[src/rtl/sram_ctrl_pkg.sv]
// Shared types and default sizing for the SRAM macro initiator.
package sram_ctrl_pkg;

    typedef enum logic [1:0] {
        IDLE    = 2'd0,
        ACCESS  = 2'd1,
        RD_WAIT = 2'd2,
        RESP    = 2'd3
    } state_t;

    localparam int DEF_ADDR_W = 5;
    localparam int DEF_DATA_W = 64;
    localparam int DEF_WORDS  = 32;

endpackage

[src/rtl/sram_ctrl_rsp_reg.sv]
// Response holding register: loaded with one beat, held until the consumer
// takes it, then cleared back to zero.
module sram_ctrl_rsp_reg #(
    parameter int DATA_W = 64
) (
    input  logic              clock,
    input  logic              reset,
    input  logic              load,
    input  logic [DATA_W-1:0] load_rdata,
    input  logic              load_err,
    input  logic              clear,
    output logic              resp_valid,
    output logic [DATA_W-1:0] resp_rdata,
    output logic              resp_err
);

    // Load has priority over clear; the FSM never asserts both together.
    always_ff @(posedge clock) begin
        if (reset) begin
            resp_valid <= 1'b0;
            resp_rdata <= '0;
            resp_err   <= 1'b0;
        end else if (load) begin
            resp_valid <= 1'b1;
            resp_rdata <= load_rdata;
            resp_err   <= load_err;
        end else if (clear) begin
            resp_valid <= 1'b0;
            resp_rdata <= '0;
            resp_err   <= 1'b0;
        end
    end

endmodule

[src/rtl/sram_macro_ctrl.sv]
// Single-port SRAM macro initiator: turns a valid/ready request stream into
// registered A/CSB/WEB/OEB/I pin activity and returns read data on a
// response stream. One operation in flight at a time.
// Optional build macro SRAM_CTRL_WACK_EN: each write also returns an ack beat.
module sram_macro_ctrl
    import sram_ctrl_pkg::*;
#(
    parameter int ADDR_W = DEF_ADDR_W,
    parameter int DATA_W = DEF_DATA_W,
    parameter int WORDS  = DEF_WORDS
) (
    input  logic              clock,
    input  logic              reset,
    input  logic              req_valid,
    output logic              req_ready,
    input  logic              req_write,
    input  logic [ADDR_W-1:0] req_addr,
    input  logic [DATA_W-1:0] req_wdata,
    output logic              resp_valid,
    input  logic              resp_ready,
    output logic [DATA_W-1:0] resp_rdata,
    output logic              resp_err,
    output logic [ADDR_W-1:0] sram_a,
    output logic              sram_csb,
    output logic              sram_web,
    output logic              sram_oeb,
    output logic [DATA_W-1:0] sram_i,
    input  logic [DATA_W-1:0] sram_o
);

    localparam logic [ADDR_W:0] WORDS_L = (ADDR_W + 1)'(WORDS);

    state_t            state;
    logic              op_wr;
    logic              accept;
    logic              addr_ok;
    logic              rsp_load;
    logic [DATA_W-1:0] rsp_rdata;
    logic              rsp_err;
    logic              rsp_clear;

    assign req_ready = (state == IDLE) && !reset;
    assign accept    = req_valid && req_ready;
    // Out-of-range addresses are answered locally and never reach the macro.
    assign addr_ok   = ({1'b0, req_addr} < WORDS_L);

    // Response beat sources: local error, read data in RD_WAIT, optional write ack.
    always_comb begin
        rsp_load  = 1'b0;
        rsp_rdata = '0;
        rsp_err   = 1'b0;
        case (state)
            IDLE: begin
                rsp_load = accept && !addr_ok;
                rsp_err  = 1'b1;
            end
`ifdef SRAM_CTRL_WACK_EN
            ACCESS:  rsp_load = op_wr;
`endif
            RD_WAIT: begin
                rsp_load  = 1'b1;
                rsp_rdata = sram_o;
            end
            default: ;
        endcase
        rsp_clear = (state == RESP) && resp_ready;
    end

    // Sequencer: owns every macro pin register, so nothing from req_* reaches
    // the pins combinationally.
    always_ff @(posedge clock) begin
        if (reset) begin
            state    <= IDLE;
            op_wr    <= 1'b0;
            sram_a   <= '0;
            sram_i   <= '0;
            sram_csb <= 1'b1;
            sram_web <= 1'b1;
            sram_oeb <= 1'b1;
        end else begin
            case (state)
                IDLE: begin
                    if (accept) begin
                        if (addr_ok) begin
                            sram_a   <= req_addr;
                            sram_i   <= req_wdata;
                            sram_csb <= 1'b0;
                            sram_web <= ~req_write;
                            op_wr    <= req_write;
                            state    <= ACCESS;
                        end else begin
                            state    <= RESP;
                        end
                    end
                end
                ACCESS: begin
                    // Macro captures the access on this edge.
                    sram_csb <= 1'b1;
                    sram_web <= 1'b1;
                    if (op_wr) begin
`ifdef SRAM_CTRL_WACK_EN
                        state <= RESP;
`else
                        state <= IDLE;
`endif
                    end else begin
                        sram_oeb <= 1'b0;
                        state    <= RD_WAIT;
                    end
                end
                RD_WAIT: begin
                    sram_oeb <= 1'b1;
                    state    <= RESP;
                end
                RESP: begin
                    if (resp_ready) state <= IDLE;
                end
                default: state <= IDLE;
            endcase
        end
    end

    sram_ctrl_rsp_reg #(.DATA_W(DATA_W)) u_rsp (
        .clock      (clock),
        .reset      (reset),
        .load       (rsp_load),
        .load_rdata (rsp_rdata),
        .load_err   (rsp_err),
        .clear      (rsp_clear),
        .resp_valid (resp_valid),
        .resp_rdata (resp_rdata),
        .resp_err   (resp_err)
    );

endmodule

[config.mk]
export PLATFORM = sky130hd
export DESIGN_NAME = sram_macro_ctrl
export DESIGN_NICKNAME = d
export VERILOG_FILES = /design/src/rtl/sram_ctrl_pkg.sv /design/src/rtl/sram_ctrl_rsp_reg.sv /design/src/rtl/sram_macro_ctrl.sv
export SDC_FILE = /design/constraint.sdc
export NUM_CORES = 1
export LEC_CHECK = 0
export ABC_AREA = 1
export CAP_MARGIN = 20
export CELL_PAD_IN_SITES_DETAIL_PLACEMENT = 1
export CELL_PAD_IN_SITES_GLOBAL_PLACEMENT = 2
export CORE_MARGIN = 2
export CORE_UTILIZATION = 18
export DETAILED_ROUTE_END_ITERATION = 10
export GPL_ROUTABILITY_DRIVEN = 0
export PLACE_DENSITY_LB_ADDON = 0.3
export SLEW_MARGIN = 20
export SYNTH_ARGS = -nofsm -noshare
export SYNTH_HDL_FRONTEND = slang
export SYNTH_SLANG_ARGS = --single-unit
export TNS_END_PERCENT = 1
[constraint.sdc]
create_clock -name clock -period 1.2 [get_ports clock]
set_input_delay 0.24 -clock clock [delete_from_list [all_inputs] [get_ports clock]]
set_output_delay 0.24 -clock clock [all_outputs]
set_load 0.005 [all_outputs]
# [Word level (Yosys, flattened, before mapping)]
# Index checks and enable logic that the tools add are counted.
[op_classes] n_reduce_logical=12 n_eq_ne=6 bitwise=1 muxes=18
[ops] operator="$mux 64" count=3
[ops] operator="$mux 1" count=8
[ops] operator="$pmux 2 s4" count=1
[ops] operator="$reduce_and 2->1" count=4
[ops] operator="$mux 2" count=3
[ops] operator="$ne 2x2->1 const B" count=3
[ops] operator="$pmux 1 s2" count=3
[ops] operator="$reduce_bool 2->1" count=3
[ops] operator="$eq 2x2->1 const B" count=2
[ops] operator="$logic_and 1x1->1" count=3
[ops] operator="$eq 2x1->1 const B" count=1
[ops] operator="$logic_not 2->1" count=1
[ops] operator="$logic_not 1->1" count=1
[ops] operator="$not 1->1" count=1
[word_totals] elab_cells=47 regBits=141

# [Logic depth before layout (Yosys ltp)]
[depth] word_depth=5 ltp_mapped=6 depth_no_buf=5

# [Hierarchy]
# Synthesis repeated with hierarchy kept, for this count alone.
[unflattened] cells_unflattened=760 hier_area_um2=5580.4
[by_module_without_submodules] mod="sram_macro_ctrl" area_per_inst_um2=3311.9 instances=1 cells_per_inst=474
[by_module_without_submodules] mod="sram_ctrl_rsp_reg" area_per_inst_um2=2268.4 instances=1 cells_per_inst=286

# [Worst setup path before layout]
# Ideal clock, no wire load.
[synth_path] path_kind="reg2out" from="reg (tool-made name)" to="out req_ready" t_arrival_ns=0.956 n_path_buf=2 setup_slack_ns=0.004 stages_incl_launch_ff=4 required_ns=0.960 cell_sequence="dfxtp_1 -> buf_6 -> nor3_4 -> buf_6"
[synth_lines] element="end, declared" line="sram_macro_ctrl.sv:15" source="output logic req_ready,"

# [Worst setup path in the final report]
[layout_path] from="reg state[0]" to="out req_ready"
[layout_between] elab_chain_len=2
[layout_lines] element="start, declared" line="sram_macro_ctrl.sv:33" source="state_t state;"
[layout_lines] element="start signal, assigned" line="sram_macro_ctrl.sv:73" source="state <= IDLE;"
[layout_lines] element="start signal, assigned" line="sram_macro_ctrl.sv:90" source="state <= ACCESS;"
[layout_lines] element="start signal, assigned" line="sram_macro_ctrl.sv:92" source="state <= RESP;"
[layout_lines] element="$logic_not 2->1" line="sram_macro_ctrl.sv:42" source="assign req_ready = (state == IDLE) && !reset;"
[layout_lines] element="$logic_and 1x1->1" line="sram_macro_ctrl.sv:42"
# Every way passes these cells.

==> results.toml <==
[run_status]
status = "complete, but fails checks"
violations = "setup timing"

[synthesis]
synth_compound_area_share_pct = 6.62
synth.distinct_cells = 16
synthCells = 629
synth_top_cell_by_area = "dfxtp_1"
synth-seq-cells = 141
avgSynthCellArea_sq_um = 8.17
synthXorXnorAreaFrac_pct = 0
synthTopCellsByArea = "dfxtp_1 (55%), nand3_1 (20%), nand2_1 (11%), a21oi_1 (6.6%), buf_2 (2.8%)"
synthAdderAreaFrac_pct = 0
yosys.area_share.simple_pct = 31.5
syn_nets = 767
seq_area_frac_synth_pct = 54.9
synth.top_cell.area_share_pct = 54.9
syn-cell-area_sq_um = 5140
synthMuxAreaShare_pct = 0
ys_warn_count = 0
synth_top_family_by_area = "simple AND/OR/NAND/NOR gates"

[sta]
final.setup.tns_ps = -3680
slew_headroom_pct = 77.9
fin_skew_ps = 20.8
setup_violations = 106
drv_slew = 0
rsz0062_at_grt = "yes"
finalHoldViolCount = 0
worst_slack_ps = -128
fin_crit_sh_pct = 111
finalCriticalPeriod_ps = 1330
worstMarginPinSlew_ps = 332
whs_ps = 259
max_freq_mhz = 753

[worst_setup_path]
cp_slowest_stage_delay_ps = 360
crit_family = "flip-flops"
worst_setup_path_end_kind = "output port"
cp_num_buf_inv = 1
cp-start-kind = "flip-flop"
path_cells = "nor3_4 -> buf_2"
slowest_stage = "dfxtp_4"
critPathRequiredTime_ps = 960
worst-path-max-fanout = 3
critical_path_class = "flip-flop to output port"
crit_arrival_ps = 1090

[clock_tree]
htreeDepth = 4
cts_buffers = 17
cts_sinks = 141
cts_buffer_depth = 2
hold_buffers = 0
insertion_delay_ps = 430
cts_tree = "done"
clockRootBuffer = "clkbuf_16"
cts.clk_slew.worst_paths_ps = 60

[routing]
via_per_inst = 4.20
wl_um = 20500
vias = 5425
route.antenna.remaining_nets = 0
drcViolationCount = 0
drt_iter0_markers = 225
wire_per_inst_um = 15.8
firstDrtPassIters = 4

[layout]
fin_cells = 1293
multiInputGateArea_sq_um = 2000
drive_above_1_share_pct = 35.7
n_antenna_cell = 0
area_growth_pct = 66.0
design_area_sq_um = 8530
seqCellArea_sq_um = 2960
fillers = 3353
final_nets = 1040

[global_route]
grt_util_met1_pct = 17.5
top_usage_layer = "met2"
antenna_found_initial = 1
grt_max_degree = 52
grt_overflow = 0
grt_pass1_vias = 5634
met3_usage_pct = 6.73
global_route.usage.met2_pct = 20.4
grt_pass1_wl_um = 32400
grtUsageTotal_pct = 13.6

[power]
peakVddDrop_mv = 0.711
power.total_mw = 12.5
powerDensity_nw_per_um2 = 1470
internal-power_mw = 9.04
p_comb_share_pct = 15.4
switching_share_pct = 27.7
leakage_nw = 3.77
switching_power_mw = 3.46
seqPwrFrac_pct = 41.8
power.clock.fraction_pct = 42.8

[placed_design]
port_buffers = 276
placed_area_sq_um = 8420
dp.cells = 1260
dpl.hpwl_um = 14300

[die]
rows = 61
dieHeight_um = 173
core_area_sq_um = 27900
io-pin-count = 277
start_util_pct = 18.4
die_area_sq_um = 29900
die_w_um = 173

[hold_path]
hold_class = "input port to flip-flop"

[run]
drv_cap = 0
==> metal layers <==
| layer | share of wire (%) | vias up |
|---|---|---|
| met5 | 0 | - |
| met4 | 0.61 | 0 |
| met3 | 9.6 | 8 |
| met2 | 43 | 194 |
| met1 | 47 | 2549 |
| li1 | - | 2674 |
==> logic make-up after synthesis <==
family          Yosys count
flops                   141
simple gates            357
buf+inv                  63
compound gates           68
==> timing repair <==
| action | 4_1_cts | 5_1_grt |
|---|---|---|
| gates resized for setup | 557 | 84 |
| pin swaps | 1 | 0 |
| gates cloned | 0 | 0 |
| setup buffers | 1 | 0 |
| endpoints found under the hold margin | 0 | 0 |
| setup endpoints to repair | 278 | 171 |
==> metrics by stage <==
stage               utilization [%]  setup slack (ps)
finish                         30.5              -128
global route                   30.5              -173
CTS                            30.6              -166
detailed placement             30.1              -168
global placement               30.1              -154
floorplan                         -              3.62
==> path summary, 6_finish.rpt <==
check	start	endpoint	slack, ps	depth (start not counted)
worst max-delay path	state[0]	req_ready	-130	2
worst min-delay path	reset	flip-flop	260	4
worst max register to register	flip-flop	sram_i[57]	-70	5
worst min register to register	sram_csb	sram_csb	450	2
==> tightest hold or removal path: cells and delay by family <==
family,cells,cell delay (ps)
buf+inv,3,360
compound gates,1,30
==> cell type report <==
class	count	area share (%)
repair buffers	312	29.1
clock inverters	14	1.73
multi-input cells	425	23.4
flip-flops and latches	141	34.8
well taps	378	5.55
inverters	5	0.279
clock buffers	18	5.15
==> power groups by stage <==
stage / combinational (mW) / sequential [mW] / clock [mW]
after global routing: 2.13 / 5.27 / 5.79
after global placement: 2.24 / 5.29 / 0
after detailed placement: 2.24 / 5.30 / 0
after floorplan: 0.751 / 5.31 / 0
final: 1.92 / 5.23 / 5.34
after CTS: 1.98 / 5.22 / 5.62
==> state kept, by name, summed over array words and instances (netlist names), named ones only <==
register and flops:
sram_web 1, u_rsp.resp_valid 1, sram_a 5, sram_i 64
sram_oeb 1, sram_csb 1, op_wr 1, state 1
u_rsp.resp_err 1, u_rsp.resp_rdata 64
==> placed cells by master, fill, tap and decap left out, drive strengths merged <==
cell | synthesis | routed
inv | 5 | 12
clkinvlp | 0 | 3
nand2 | 146 | 146
nand4 | 1 | 1
clkbuf | 9 | 43
nor2 | 4 | 4
bufinv | 0 | 1
nor3 | 1 | 1
buf | 49 | 147
a21oi | 68 | 68
clkdlybuf4s50 | 0 | 135
nand3 | 205 | 205
dfxtp | 141 | 141
dlygate4sd2 | 0 | 5
clkinv | 0 | 3
==> synth_stat cells <==
| cell type | count |
|---|---|
| buf_2 | 29 |
| nand3_2 | 1 |
| nor3_4 | 1 |
| buf_6 | 9 |
| dfxtp_1 | 141 |
| nor2_1 | 4 |
| nand3_1 | 204 |
| buf_1 | 7 |
| nand2_2 | 1 |
| buf_4 | 4 |
| inv_2 | 3 |
| a21oi_1 | 68 |
| clkbuf_1 | 9 |
| nand4_1 | 1 |
| nand2_1 | 145 |
| inv_1 | 2 |
No activity file was read; power rests on OpenSTA's default activity.
